## config.mk

```make
export PLATFORM = sky130hd
export DESIGN_NAME = wb_rr_arbiter
export DESIGN_NICKNAME = d
export VERILOG_FILES = /design/src/rtl/wb_arb_pkg.sv /design/src/rtl/wb_arb_rr_pick.sv /design/src/rtl/wb_rr_arbiter.sv
export SDC_FILE = /design/constraint.sdc
export NUM_CORES = 1
export LEC_CHECK = 0
export CELL_PAD_IN_SITES_DETAIL_PLACEMENT = 1
export CELL_PAD_IN_SITES_GLOBAL_PLACEMENT = 1
export CORE_AREA = 3 3 139 141
export CTS_CLUSTER_SIZE = 28
export DETAILED_ROUTE_END_ITERATION = 8
export DIE_AREA = 0 0 142 144
export PLACE_DENSITY_LB_ADDON = 0.1
export SLEW_MARGIN = 15
export SYNTH_ARGS = -nofsm -noshare
export SYNTH_HDL_FRONTEND = slang
export SYNTH_SLANG_ARGS = --single-unit
```

## constraint.sdc

```tcl
create_clock -name clk -period 3.5 [get_ports clk]
set_clock_uncertainty 0.05 [all_clocks]
set_input_delay 0.525 -clock clk [delete_from_list [all_inputs] [get_ports clk]]
set_output_delay 0.525 -clock clk [all_outputs]
set_load 0.01 [all_outputs]
```

## src/rtl/wb_arb_pkg.sv

```systemverilog
// Shared types and constants for the Wishbone round-robin arbiter.
package wb_arb_pkg;

  typedef enum logic {
    ARB_IDLE = 1'b0,
    ARB_BUSY = 1'b1
  } arb_state_t;

  localparam int WB_DW = 32;  // Wishbone data width
  localparam int WB_SW = 4;   // byte-select width

endpackage

```

## src/rtl/wb_arb_rr_pick.sv

```systemverilog
// Combinational round-robin picker: scans the request vector starting one
// past the previous winner and wraps, returning the winner one-hot and as
// an index. o_valid is low when nothing requests.
module wb_arb_rr_pick #(
  parameter int N  = 3,
  parameter int IW = $clog2(N)
) (
  input  logic [N-1:0]  i_req,
  input  logic [IW-1:0] i_last,
  output logic [N-1:0]  o_grant,
  output logic [IW-1:0] o_idx,
  output logic          o_valid
);

  // Walk offsets 1..N from the last winner; the first requester found wins.
  always_comb begin
    // NOTE: every output gets a default before the search so no path leaves
    // it unassigned, which would otherwise infer a latch.
    o_grant = '0;
    o_idx   = '0;
    o_valid = 1'b0;
    for (int ofs = 1; ofs <= N; ofs++) begin
      int cand;
      cand = int'(i_last) + ofs;
      if (cand >= N) cand = cand - N;
      for (int k = 0; k < N; k++) begin
        if (!o_valid && i_req[k] && (k == cand)) begin
          o_valid    = 1'b1;
          o_grant[k] = 1'b1;
          o_idx      = IW'(k);
        end
      end
    end
  end

endmodule

```

## src/rtl/wb_rr_arbiter.sv

```systemverilog
// Round-robin Wishbone classic arbiter: NUM_MASTERS masters share one slave.
// A master owns the slave for its whole cyc burst; release costs one idle
// cycle before the next grant. Define WB_ARB_TIMEOUT_EN to build in a
// watchdog that ends a stalled slave cycle with err after TIMEOUT cycles.
module wb_rr_arbiter
  import wb_arb_pkg::*;
#(
  parameter int NUM_MASTERS = 3,
  parameter int AW          = 32,
  parameter int TIMEOUT     = 255
) (
  input  logic                         clk,
  input  logic                         reset,
  input  logic [NUM_MASTERS-1:0]       i_m_cyc,
  input  logic [NUM_MASTERS-1:0]       i_m_stb,
  input  logic [NUM_MASTERS-1:0]       i_m_we,
  input  logic [NUM_MASTERS*AW-1:0]    i_m_adr,
  input  logic [NUM_MASTERS*WB_DW-1:0] i_m_dat,
  input  logic [NUM_MASTERS*WB_SW-1:0] i_m_sel,
  output logic [NUM_MASTERS-1:0]       o_m_ack,
  output logic [NUM_MASTERS-1:0]       o_m_err,
  output logic [WB_DW-1:0]             o_m_dat,
  output logic                         o_s_cyc,
  output logic                         o_s_stb,
  output logic                         o_s_we,
  output logic [AW-1:0]                o_s_adr,
  output logic [WB_DW-1:0]             o_s_dat,
  output logic [WB_SW-1:0]             o_s_sel,
  input  logic                         i_s_ack,
  input  logic                         i_s_err,
  input  logic [WB_DW-1:0]             i_s_dat,
  output logic [NUM_MASTERS-1:0]       o_grant
);

  localparam int IW = $clog2(NUM_MASTERS);

  arb_state_t             r_state;
  logic [NUM_MASTERS-1:0] r_grant;
  logic [IW-1:0]          r_last;

  logic [NUM_MASTERS-1:0] w_pick_grant;
  logic [IW-1:0]          w_pick_idx;
  logic                   w_pick_valid;
  logic                   w_timeout;

  logic                   w_own_cyc;
  logic                   w_own_stb;
  logic                   w_own_we;
  logic [AW-1:0]          w_own_adr;
  logic [WB_DW-1:0]       w_own_dat;
  logic [WB_SW-1:0]       w_own_sel;

  wb_arb_rr_pick #(
    .N  (NUM_MASTERS),
    .IW (IW)
  ) u_pick (
    .i_req   (i_m_cyc),
    .i_last  (r_last),
    .o_grant (w_pick_grant),
    .o_idx   (w_pick_idx),
    .o_valid (w_pick_valid)
  );

  // Select the owner's bus signals; grant is all-zero when idle, so the
  // slave side reads zero then.
  always_comb begin
    w_own_cyc = 1'b0;
    w_own_stb = 1'b0;
    w_own_we  = 1'b0;
    w_own_adr = '0;
    w_own_dat = '0;
    w_own_sel = '0;
    for (int k = 0; k < NUM_MASTERS; k++) begin
      if (r_grant[k]) begin
        w_own_cyc = i_m_cyc[k];
        w_own_stb = i_m_stb[k];
        w_own_we  = i_m_we[k];
        w_own_adr = i_m_adr[k*AW +: AW];
        w_own_dat = i_m_dat[k*WB_DW +: WB_DW];
        w_own_sel = i_m_sel[k*WB_SW +: WB_SW];
      end
    end
  end

  assign o_s_cyc = w_own_cyc & ~w_timeout;
  assign o_s_stb = w_own_stb & ~w_timeout;
  assign o_s_we  = w_own_we;
  assign o_s_adr = w_own_adr;
  assign o_s_dat = w_own_dat;
  assign o_s_sel = w_own_sel;

  assign o_m_ack = r_grant & {NUM_MASTERS{i_s_ack}};
  assign o_m_err = r_grant & {NUM_MASTERS{i_s_err | w_timeout}};
  assign o_m_dat = i_s_dat;
  assign o_grant = r_grant;

  // Arbitration FSM: grant on any request when idle, hold until the owner
  // drops cyc (or the watchdog fires), then spend one cycle idle.
  always_ff @(posedge clk or posedge reset) begin
    if (reset) begin
      r_state <= ARB_IDLE;
      r_grant <= '0;
      r_last  <= IW'(NUM_MASTERS - 1);
    end else begin
      // NOTE: state registers use non-blocking assignments so every flop
      // samples the pre-edge values, independent of statement order.
      case (r_state)
        ARB_IDLE: begin
          if (w_pick_valid) begin
            r_state <= ARB_BUSY;
            r_grant <= w_pick_grant;
            r_last  <= w_pick_idx;
          end
        end
        ARB_BUSY: begin
          if (w_timeout || !w_own_cyc) begin
            r_state <= ARB_IDLE;
            r_grant <= '0;
          end
        end
      endcase
    end
  end

`ifdef WB_ARB_TIMEOUT_EN
  localparam int CW = $clog2(TIMEOUT + 1);

  logic [CW-1:0] r_wd_cnt;

  assign w_timeout = (r_state == ARB_BUSY) && (r_wd_cnt == CW'(TIMEOUT));

  // Count consecutive stalled strobes; held at zero while idle so each
  // burst starts from a clean count.
  always_ff @(posedge clk or posedge reset) begin
    if (reset) begin
      r_wd_cnt <= '0;
    end else if ((r_state != ARB_BUSY) || w_timeout || i_s_ack || i_s_err) begin
      r_wd_cnt <= '0;
    end else if (w_own_stb) begin
      r_wd_cnt <= r_wd_cnt + 1'b1;
    end
  end
`else
  // Without the watchdog the arbiter waits on the slave indefinitely;
  // TIMEOUT is only meaningful when the watchdog is built in.
  logic w_unused_timeout;
  assign w_unused_timeout = (TIMEOUT != 0);
  assign w_timeout        = 1'b0;
`endif

endmodule

```

# After elaboration in Yosys (flattened, before gate mapping)
# Cells that the tools add are included.
[totals]
register_bits = 6
output_inout_bits = 112
[classes]
n_reduce_logical = 30
magnitude_cmp = 3
eq_ne = 8
muxes = 52
add_sub_neg = 6
n_bitwise = 3
[ops]
columns = ["cell", "n"]
rows = [
  ["$mux W32", 9],
  ["$eq A2 B32 Y1 const A", 3],
  ["$eq A3 B32 Y1 const A", 3],
  ["$ge A32 B3 Y1 const B", 3],
  ["$logic_not A32 Y1", 3],
  ["$sub A32 B3 Y32 const B", 3],
  ["$mux W1", 29],
  ["$logic_and A1 B1 Y1", 17],
  ["$mux W2", 7],
  ["$mux W4", 3],
  ["$logic_not A1 Y1", 8],
  ["$add A2 B2 Y3 const B", 2],
  ["$and A3 B3 Y3", 2],
  ["$mux W3", 2],
  ["$pmux W3 S2", 1],
  ["$reduce_and A2 Y1", 2],
  ["$add A2 B1 Y3 const B", 1],
  ["$ne A2 B1 Y1 const B", 1],
  ["$ne A2 B2 Y1 const B", 1],
  ["$pmux W1 S2", 1],
  ["$not A1 Y1", 1],
]

# Logic depth before layout (Yosys ltp)
[logic_depth]
depth_word = 40
mapped_depth = 7
ltp_nobuf = 7

# Cells and area by module
# A second synthesis with hierarchy kept.
[unflattened]
cells_unflattened = 336
area_unflattened_um2 = 2119.5
[modules_own_cells]
columns = ["mod", "instances", "seq_area_each_um2", "cells_each", "area_each_um2"]
rows = [
  ["wb_rr_arbiter", 1, 151.4, 307, 1904.3],
  ["wb_arb_rr_pick", 1, 0.0, 29, 215.2],
]

# Worst setup path after synthesis
# No wires, ideal clock.
[synth_timing]
path_type = "reg2out"
from = "register r_grant[0], in the netlist o_grant[0]"
to = "output port o_s_adr[0]"
n_path_buf = 3
slack_ns = 1.521
required_ns = 2.925
path_stages_with_launch = 7
arrival_ns = 1.404
path_cell_list = "dfrtp_1 -> nor2b_1 -> buf_2 -> buf_2 -> buf_4 -> a22oi_1 -> o21ai_0"
[synth_via]
elab_chain_cells = 3
[synth_rtl]
columns = ["element", "line_no", "rtl"]
rows = [
  ["from (decl)", "wb_rr_arbiter.sv:38", "logic [NUM_MASTERS-1:0] r_grant;"],
  ["from (signal assigned)", "wb_rr_arbiter.sv:111", "r_grant <= w_pick_grant;"],
  ["$mux W32 (3 in a row)", "wb_rr_arbiter.sv:74", "if (r_grant[k]) begin"],
  ["to (decl)", "wb_rr_arbiter.sv:26", "output logic [AW-1:0] o_s_adr,"],
]
# No other way between the ends.

# Worst setup path after layout
[layout_timing]
from = "register r_grant[0], in the netlist o_grant[0]"
to = "output port o_s_adr[18]"
# Same word-level chain as after synthesis.

==> summary.md <==
| Metric | Value |
|---|---|
| Run status | `finished, final reports clean` |
| Critical Path Start | `o_grant[0]` |
| DRC Markers | `0` |
| Die H | `144 um` |
| Startpoint Class | `flop` |
| Rel. slew slack | `0.528` |
| Cell area power density | `548 mW/mm2` |
| Dpl cells | `803` |
| Crit-path cells | `nor2b_4 > buf_12 > a22oi_1 > o21ai_0 > clkdlybuf4s50_1` |
| Io pins | `361` |
| Number of register bits inferred by synthesis | `6` |
| Total power | `2790 uW` |
| RSZ-0062 raised after global routing | `false` |
| Core Region | `0.0181 mm2` |
| Syn_area_per_cell | `6.09 um2` |
| Cell area after synthesis | `0.00204 mm2` |
| Hold_buf cts | `0` |
| Syn Inst Count | `335` |
| Crit path kind | `flop to primary output` |
| Buffers added on ports | `296` |
| GRT Total Usage | `0.135` |
| Via density | `4.28` |
| Post-cts resize count | `0` |
| Routability Congestion | `0.791` |
| Die footprint | `0.0204 mm2` |
| Setup TNS | `0 ps` |
| Clock sink total | `6` |
| R2r startpoint | `r_last[1]` |
| Synth top area cells | `a22oi_1 26%, o21ai_0 18%, nand2_1 13%, buf_4 12%, dfrtp_1 6.1%` |
| TritonCTS clock tree | `yes` |
| Post-synthesis cell type count | `31` |
| Cell taking the most area after synthesis | `a22oi_1` |
| Commonest non-fill, non-tap cells in the layout | `296 x clkdlybuf4s50_1, 73 x o21ai_0, 73 x nand2_1, 70 x a22oi_1` |
| Clock root buffer | `clkbuf_16` |
| Worst IR drop on VDD | `0.280 mV` |
| Mapped Nets | `587` |
| Final design utilization | `0.282` |
| Max-Cap Viols | `0` |
| Commonest non-fill, non-tap cell in the layout | `clkdlybuf4s50_1` |
| Fin crit share | `0.821` |
| Slowest cell on crit path | `clkdlybuf4s50_1` |
| Hold WC Path Type | `input pin to asynchronous set/reset pin` |
| Lkg Pwr | `0.00179 uW` |
| DR iter-0 viols | `118` |
| Least-Margin Pin Slew | `709 ps` |
| CP max stage delay | `610 ps` |
| Vias in the first global route | `3700` |
| Top delay family on crit path | `buffers and inverters` |
| Final Hold Vio Count | `0` |
| Skew-Pair Late Insertion Delay | `230 ps` |
| Cell Count, Final, Fillers Out | `808` |
| Reg2Reg Depth | `7` |
| Number of synthesized flops with an enable pin | `0` |
| Vias | `3457` |
| WP depth | `5` |
| Total global routing overflow | `0` |
| Async set or reset register ratio after synthesis | `1.00` |
| Worst setup path end | `o_s_adr[18]` |
| Post-synthesis sequential area ratio | `0.0742` |
| Final HPWL DP | `12200 um` |
| Fin nets | `831` |
| Initial DRT Pass Iterations | `6` |
| Layout cells sized above 1 | `0.0329` |
| Post-Route WL | `15100 um` |
| Slew Viols, Final | `0` |
| Num CTS Buffers | `3` |
| Minimum clock period | `2870 ps` |
| Worst Setup Slack, final | `627 ps` |
| Syn. warnings | `0` |
| Largest net degree at the start of global routing | `78` |
| Area Overhead vs Synth | `150%` |
| Yosys top cell area share | `0.258` |
| Arrival time at the worst endpoint | `2300 ps` |
| Antenna violation net count after detailed routing | `0` |
| Prevailing post-synth register cell | `dfrtp_1` |
| Data required time of the critical path | `2920 ps` |
| Max H-tree Level | `1` |
| Initial antenna violation count | `1` |
| First-pass GRT wire length | `21800 um` |
| Worst path bufs/invs | `2` |
| Initial Util | `0.113` |
| R2r endpoint | `o_grant[0]` |
| Post-CTS setup buffers | `0` |
| Clk pin slew, worst setup/hold paths | `30 ps` |
| Dpl ws | `822 ps` |
| Crit end category | `primary output` |
| Worst-case clock buffer depth | `2` |
| Final setup fails | `0` |
| Crit-path max FO | `21` |
| Worst reg2reg setup slack | `1400 ps` |
| Chip Width | `142 um` |
| Max Freq | `0.348 GHz` |
| Routed length per instance | `18.7 um` |
| Rows | `49` |
[per-stage QoR]
stage | hold slack (ps) | instance area, um2
final | 460 | 5100
after global routing | 490 | 5100
after CTS | 469 | 5100
after detailed placement | 465 | 5020
after global placement | 459 | 5020
after floorplan | 265 | 2040
[worst register-to-register path: stages, from the launching register on]
cell and delay [ps]:
dfstp_2 540, inv_1 70, ha_1 350, o21bai_1 180, a21oi_1 240, and2b_4 220
o21ai_0 80, a32o_1 270
[cell usage after synthesis, types with 4 or more instances]
cell / instances
dfrtp_1: 5
a21oi_1: 6
and2_1: 6
buf_4: 33
nand2_1: 73
inv_1: 6
buf_1: 6
clkbuf_1: 21
a22oi_1: 70
buf_2: 4
o21ai_0: 73
nand2b_1: 4
[logic make-up (layout without fill, tap and decap cells)]
family,after synthesis,in the layout,synth area share
AO/OA/AOI/OAI,164,164,0.517
AND/OR/NAND/NOR,91,91,0.193
buffers and inverters,71,314,0.198
flip-flops,6,6,0.0742
adder cells (fa/ha/maj),3,3,0.0184
other,0,1,0
[sequential cells by signal, indices dropped and copies added (netlist names)]
| name | flops |
|---|---|
| o_grant | 3 |
| r_last | 2 |
| r_state | 1 |
[final cells by class]
| class | instances | area [um2] |
|---|---|---|
| Sequential cell | 6 | 156 |
| Multi-Input combinational cell | 258 | 1490 |
| Clock buffer | 4 | 78.8 |
| Inverter | 6 | 22.5 |
| Fill cell | 2168 | 13000 |
| Tap cell | 229 | 287 |
| Timing Repair Buffer | 304 | 3060 |
| Antenna cell | 1 | 2.50 |
[routing by layer]
layer,up-vias,track usage,wire [um]
li1,1675,-,-
met1,1618,0.148,5590
met2,146,0.267,8230
met3,18,0.0321,1060
met4,0,0.0212,218
met5,-,0,0
[report_power, final]
group / internal [uW] / switching [uW] / total, uW
sequential: 108 / 144 / 253
clock: 151 / 40.7 / 192
combinational: 1250 / 1100 / 2350
[worst min path at each step]
| stage | from | to | slack (ps) | cells past startpoint |
|---|---|---|---|---|
| floorplan | reset | o_grant[0] | 270 | 1 |
| global placement | r_last[0] | r_last[0] | 460 | 1 |
| detailed placement | r_last[0] | r_last[0] | 470 | 1 |
| CTS | reset | o_grant[0] | 470 | 2 |
| global route | reset | o_grant[0] | 490 | 2 |
| finish | reset | o_grant[0] | 460 | 2 |
Note: power is estimated with default switching activity, not from simulation.
